`config.mk`:
```
export PLATFORM = sky130hd
export DESIGN_NAME = counter_seq_ctrl_flat
export DESIGN_NICKNAME = d
export VERILOG_FILES = /design/src/rtl/counter_seq_ctrl_if.sv /design/src/rtl/counter_seq_ctrl.sv /design/src/flat_wrapper.sv
export SDC_FILE = /design/constraint.sdc
export NUM_CORES = 1
export LEC_CHECK = 0
export ABC_AREA = 1
export BUFFER_PORTS_ARGS = -buffer_cell sky130_fd_sc_hd__buf_2
export CAP_MARGIN = 30
export CORE_MARGIN = 5
export CORE_UTILIZATION = 29
export CTS_CLUSTER_DIAMETER = 80
export DETAILED_ROUTE_END_ITERATION = 10
export GPL_TIMING_DRIVEN = 0
export PLACE_DENSITY = 0.47
export SYNTH_ARGS = -nofsm -noshare
export SYNTH_HDL_FRONTEND = slang
export SYNTH_SLANG_ARGS = --single-unit
```
`constraint.sdc`:
```
create_clock -name clk -period 2.3 [get_ports clk]
set_clock_uncertainty 0.15 [all_clocks]
set_input_delay 0.115 -clock clk [delete_from_list [all_inputs] [get_ports clk]]
set_output_delay 0.115 -clock clk [all_outputs]
set_load 0.01 [all_outputs]
```
`src/rtl/counter_seq_ctrl_if.sv`:
```
// Command/config handshake and status bundle for counter_seq_ctrl.
// The master drives commands and config; the slave (the controller) returns status.
interface counter_seq_ctrl_if #(
  parameter int WIDTH = 4
);
  logic             cmd_valid;
  logic             cmd_ready;
  logic [1:0]       cmd_op;
  logic [WIDTH-1:0] cfg_load;
  logic [WIDTH-1:0] cfg_limit;
  logic             cfg_dir;
  logic             cfg_reload;
  logic [WIDTH-1:0] out;
  logic             busy;
  logic             tc;
  logic             done;
  logic             cmd_err;
  logic [1:0]       state;

  modport master (
    output cmd_valid, cmd_op, cfg_load, cfg_limit, cfg_dir, cfg_reload,
    input  cmd_ready, out, busy, tc, done, cmd_err, state
  );

  modport slave (
    input  cmd_valid, cmd_op, cfg_load, cfg_limit, cfg_dir, cfg_reload,
    output cmd_ready, out, busy, tc, done, cmd_err, state
  );
endinterface

```
`src/rtl/counter_seq_ctrl.sv`:
```
// Up/down counter sequencer: START/PAUSE/ABORT commands over valid/ready, one-shot or auto-reload.
// Count is registered; START at edge k shows the load value after edge k. Commands are refused only in DONE.
module counter_seq_ctrl #(
  parameter int WIDTH = 4
) (
  input  logic               clk,
  input  logic               rstn,
  counter_seq_ctrl_if.slave  bus
);

  typedef enum logic [1:0] {
    IDLE  = 2'd0,
    RUN   = 2'd1,
    PAUSE = 2'd2,
    DONE  = 2'd3
  } state_t;

  localparam logic [1:0] OP_START = 2'b01;
  localparam logic [1:0] OP_PAUSE = 2'b10;
  localparam logic [1:0] OP_ABORT = 2'b11;

  state_t           state_q, state_d;
  logic [WIDTH-1:0] cnt_q, cnt_d;
  logic [WIDTH-1:0] load_q, load_d;
  logic [WIDTH-1:0] lim_q, lim_d;
  logic             dir_q, dir_d;
  logic             reload_q, reload_d;
  logic             err_q, err_d;
  logic             cmd_ready;
  logic             accept;

  assign cmd_ready = (state_q != DONE);
  assign accept    = bus.cmd_valid && cmd_ready;

  always_ff @(posedge clk or posedge rstn) begin
    if (rstn) begin
      state_q  <= IDLE;
      cnt_q    <= '0;
      load_q   <= '0;
      lim_q    <= '0;
      dir_q    <= 1'b0;
      reload_q <= 1'b0;
      err_q    <= 1'b0;
    end else begin
      state_q  <= state_d;
      cnt_q    <= cnt_d;
      load_q   <= load_d;
      lim_q    <= lim_d;
      dir_q    <= dir_d;
      reload_q <= reload_d;
      err_q    <= err_d;
    end
  end

  always_comb begin
    state_d  = state_q;
    cnt_d    = cnt_q;
    load_d   = load_q;
    lim_d    = lim_q;
    dir_d    = dir_q;
    reload_d = reload_q;
    err_d    = 1'b0;

    case (state_q)
      IDLE: begin
        if (accept) begin
          case (bus.cmd_op)
            OP_START: begin
              cnt_d    = bus.cfg_load;
              load_d   = bus.cfg_load;
              lim_d    = bus.cfg_limit;
              dir_d    = bus.cfg_dir;
              reload_d = bus.cfg_reload;
              state_d  = RUN;
            end
            OP_PAUSE: err_d = 1'b1;
            default:  ;
          endcase
        end
      end

      RUN: begin
        // ABORT and PAUSE pre-empt the terminal action; a paused terminal is re-checked on resume.
        if (accept && bus.cmd_op == OP_ABORT) begin
          state_d = IDLE;
        end else if (accept && bus.cmd_op == OP_PAUSE) begin
          state_d = PAUSE;
        end else begin
          if (accept && bus.cmd_op == OP_START) begin
            err_d = 1'b1;
          end
          if (cnt_q == lim_q) begin
            if (reload_q) begin
              cnt_d = load_q;
            end else begin
              state_d = DONE;
            end
          end else if (dir_q) begin
            cnt_d = cnt_q - WIDTH'(1);
          end else begin
            cnt_d = cnt_q + WIDTH'(1);
          end
        end
      end

      PAUSE: begin
        if (accept) begin
          case (bus.cmd_op)
            OP_PAUSE: state_d = RUN;
            OP_ABORT: state_d = IDLE;
            OP_START: err_d   = 1'b1;
            default:  ;
          endcase
        end
      end

      DONE: state_d = IDLE;

      default: state_d = IDLE;
    endcase
  end

  assign bus.cmd_ready = cmd_ready;
  assign bus.out       = cnt_q;
  assign bus.busy      = (state_q == RUN) || (state_q == PAUSE);
  assign bus.tc        = (state_q == RUN) && (cnt_q == lim_q);
  assign bus.done      = (state_q == DONE);
  assign bus.cmd_err   = err_q;
  assign bus.state     = state_q;

endmodule

```
`src/flat_wrapper.sv`:
```
// flat-port wrapper written by rule: the top's interface ports become plain ports
module counter_seq_ctrl_flat 
#(
  parameter int WIDTH = 4
)
  (clk, rstn, bus_cmd_valid, bus_cmd_op, bus_cfg_load, bus_cfg_limit, bus_cfg_dir, bus_cfg_reload, bus_cmd_ready, bus_out, bus_busy, bus_tc, bus_done, bus_cmd_err, bus_state);
  counter_seq_ctrl_if #(.WIDTH(WIDTH)) bus_i ();
  input  logic clk;
  input  logic rstn;
  input wire logic [$bits(bus_i.cmd_valid)-1:0] bus_cmd_valid;
  input wire logic [$bits(bus_i.cmd_op)-1:0] bus_cmd_op;
  input wire logic [$bits(bus_i.cfg_load)-1:0] bus_cfg_load;
  input wire logic [$bits(bus_i.cfg_limit)-1:0] bus_cfg_limit;
  input wire logic [$bits(bus_i.cfg_dir)-1:0] bus_cfg_dir;
  input wire logic [$bits(bus_i.cfg_reload)-1:0] bus_cfg_reload;
  output wire logic [$bits(bus_i.cmd_ready)-1:0] bus_cmd_ready;
  output wire logic [$bits(bus_i.out)-1:0] bus_out;
  output wire logic [$bits(bus_i.busy)-1:0] bus_busy;
  output wire logic [$bits(bus_i.tc)-1:0] bus_tc;
  output wire logic [$bits(bus_i.done)-1:0] bus_done;
  output wire logic [$bits(bus_i.cmd_err)-1:0] bus_cmd_err;
  output wire logic [$bits(bus_i.state)-1:0] bus_state;
  assign bus_i.cmd_valid = bus_cmd_valid;
  assign bus_i.cmd_op = bus_cmd_op;
  assign bus_i.cfg_load = bus_cfg_load;
  assign bus_i.cfg_limit = bus_cfg_limit;
  assign bus_i.cfg_dir = bus_cfg_dir;
  assign bus_i.cfg_reload = bus_cfg_reload;
  assign bus_cmd_ready = bus_i.cmd_ready;
  assign bus_out = bus_i.out;
  assign bus_busy = bus_i.busy;
  assign bus_tc = bus_i.tc;
  assign bus_done = bus_i.done;
  assign bus_cmd_err = bus_i.cmd_err;
  assign bus_state = bus_i.state;
  counter_seq_ctrl #(.WIDTH(WIDTH)) u_core (.clk(clk), .rstn(rstn), .bus(bus_i));
endmodule
```
==> reports/results.ini <==
[placed_design]
dp_cells=234
dp_slack_ns=0.308
port-buffer-count=25
dpl-instance-area_um2=1350
dpl.hpwl_um=2170
place_congestion=0.779

[die]
start_util_pct=29.5
coreArea_um2=3940
io_pins=26
die_area_um2=5380
die_h_um=73.3
num_rows=23
die_w_um=73.3

[grt]
track_usage_pct=11.4
grt_max_degree=18
first_global_vias=1110
grt_pass1_wl_um=4840
antenna_found_initial=0
overflow=0

[synthesis]
synth_cells=159
syn_nets=182
synth_seq_area_share_pct=36.6
syn_area_um2=1160
synth-seq-cells=17
yosys_warnings=0
ys_types=21
avgSynthCellArea_um2=7.32

[pwr]
p_per_area_nw_per_um2=1300
ir_drop_mv=0.509
leakage_nw=0.835

[worst_setup_path]
path_cells=ha_1 > inv_1 > nand2_1 > nor3_2 > inv_1 > nor2_4 > buf_6 > o21ai_0
worst_path_largest_cell_delay_ns=0.43
cp_max_fo=10
arrival_ns=1.97
critPathSlowestCell=dfrtp_1
critPathLaunchType=flip-flop
cp_common_cell=inv_1
critPathTopFamily=simple AND/OR/NAND/NOR gates
crit_buf_inv=3
worstSetupPathType=flip-flop to flip-flop
required_ns=2.27
cp-end-kind=flip-flop

[detailed_routing]
avgRoutedWirePerCell_um=11.2
drtPass1Iterations=4
drt-vias-per-instance=4.37
route.detailed.drc=0
antenna_left=0
drt_wl_total_um=2800
drt_iter0_markers=26
vias=1093

[timing]
finalHoldViolCount=0
finalSetupViolCount=0
hold_ws_ns=0.0244
max_freq_ghz=0.500
fin_crit_ns=2.00
min_period_over_period_pct=86.9
rsz0062_at_grt=no
fin_setup_tns_ns=0
slew_headroom_pct=54.6
worst_slack_ns=0.301
tightest_slew_ns=0.680
maxSlewViolCount=0

[clock_network]
clockBufferDepth=2
cts_root_buffer=clkbuf_8
cts_tree=yes
h-tree-depth=1
clkTransAtPathRegs_ns=0.07
post_cts.repair.setup_buffers=0
cts_sinks=17
worstSkewPairLatency_ns=0.25
cts_inserted_buffers=3

[final_layout]
drive_gt1_share_pct=22.0
synthToLayoutAreaGrowth_pct=30.4
design_area_um2=1520
nets=224
num_antenna_cells=0
finalNonFillerCells=250

[min_path]
hold_class=input pin to flip-flop

[outcome]
status=complete, no violations

[flow_run]
drv_cap=0

-- Yosys cell counts (all sizes together) --
| library cell | instances | area [µm²] |
|---|---|---|
| nor3 | 1 | 10.0 |
| ha | 7 | 87.6 |
| o21bai | 1 | 11.3 |
| nand2 | 70 | 280 |
| a21boi | 1 | 7.51 |
| buf | 1 | 11.3 |
| dfrtp | 17 | 425 |
| or2 | 1 | 6.26 |
| o41ai | 1 | 8.76 |
| a21oi | 4 | 23.8 |
| inv | 24 | 90.1 |
| o21ai | 14 | 70.1 |
| nand3 | 10 | 50.1 |
| fa | 1 | 20.0 |
| nor2 | 6 | 61.3 |
-- sequential cells by signal, indices dropped and copies added (netlist names) --
name and count:
u_core.bus.cmd_err 1, u_core.bus.out 4, u_core.bus.state 2, u_core.dir_q 1, u_core.lim_q 4, u_core.load_q 4
u_core.reload_q 1
-- cells in the final DEF, fill, tap and decap left out --
cell,count
nor3_2,1
o21bai_2,1
ha_1,7
a21boi_0,1
fa_1,1
dlygate4sd3_1,12
nand2_2,4
dfrtp_1,17
or2_2,1
o21ai_0,14
clkbuf_8,3
nor2_8,1
nand2_1,65
o41ai_1,1
buf_2,25
nand3_1,10
nand2_4,1
a21oi_1,3
inv_2,1
inv_1,23
nor2_4,3
buf_6,1
nor2_1,2
a21oi_2,1
clkinv_2,1
-- final timing paths --
check	startpoint	end	slack [ns]	cells after the start
min in group asynchronous	rstn	u_core.bus.state[1]	0.36	3
max in group asynchronous	rstn	u_core.bus.out[2]	1.20	3
min reg2reg	u_core.load_q[2]	u_core.load_q[2]	0.36	2
max reg2reg	u_core.bus.state[0]	u_core.dir_q	0.30	8
max	u_core.bus.state[0]	u_core.dir_q	0.30	8
min	bus_cmd_op[0]	u_core.bus.cmd_err	0.02	4
-- timing repair --
item	in CTS	in global routing
hold buffers	12	0
endpoints found under the hold margin	28	0
resized for setup	0	0
-- metal layers --
metal  up-vias  share of wire (%)  global-route usage [%]  routed length, µm
li1        576                  -                       -                  -
met1       484                 45                    14.1               1260
met2        29                 48                    18.6               1360
met3         4                5.5                    3.15                155
met4         0                1.0                    4.63                 28
met5         -                  0                       0                  0
-- layout make-up --
cell class | instances | area (µm²)
plain buffers | 1 | 11.3
clock inverters | 1 | 5.00
inverters | 24 | 90.1
fillers | 396 | 2420
well taps | 50 | 62.6
flip-flops and latches | 17 | 425
repair buffers | 37 | 245
multi-input cells | 117 | 637
clock buffers | 3 | 41.3
-- through the flow --
step | utilization [%] | total power [mW]
floorplan | - | 1.45
detailed placement | 34.3 | 1.76
CTS | 38.5 | 2.02
finish | 38.5 | 1.98
global placement | 34.3 | 1.73
global route | 38.5 | 2.21
-- tightest hold or removal path, cell delays in order --
cell	delay (ns)
buf_2	0.10
inv_1	0.05
nand2_1	0.05
o41ai_1	0.06
-- power by group --
| part | internal [mW] | switching (mW) | total [mW] |
|---|---|---|---|
| logic | 0.446 | 0.744 | 1.19 |
| registers | 0.445 | 0.122 | 0.567 |
| clock network | 0.120 | 0.102 | 0.222 |
-- logic make-up (layout without fill, tap and decap cells) --
kind of cell | count (synthesis) | after routing | synth area share, %
buf+inv | 25 | 66 | 8.71
simple gates | 88 | 88 | 35.1
fa+ha+maj | 8 | 8 | 9.25
flops | 17 | 17 | 36.6
compound gates | 21 | 21 | 10.4
No activity file was read; power rests on OpenSTA's default activity.
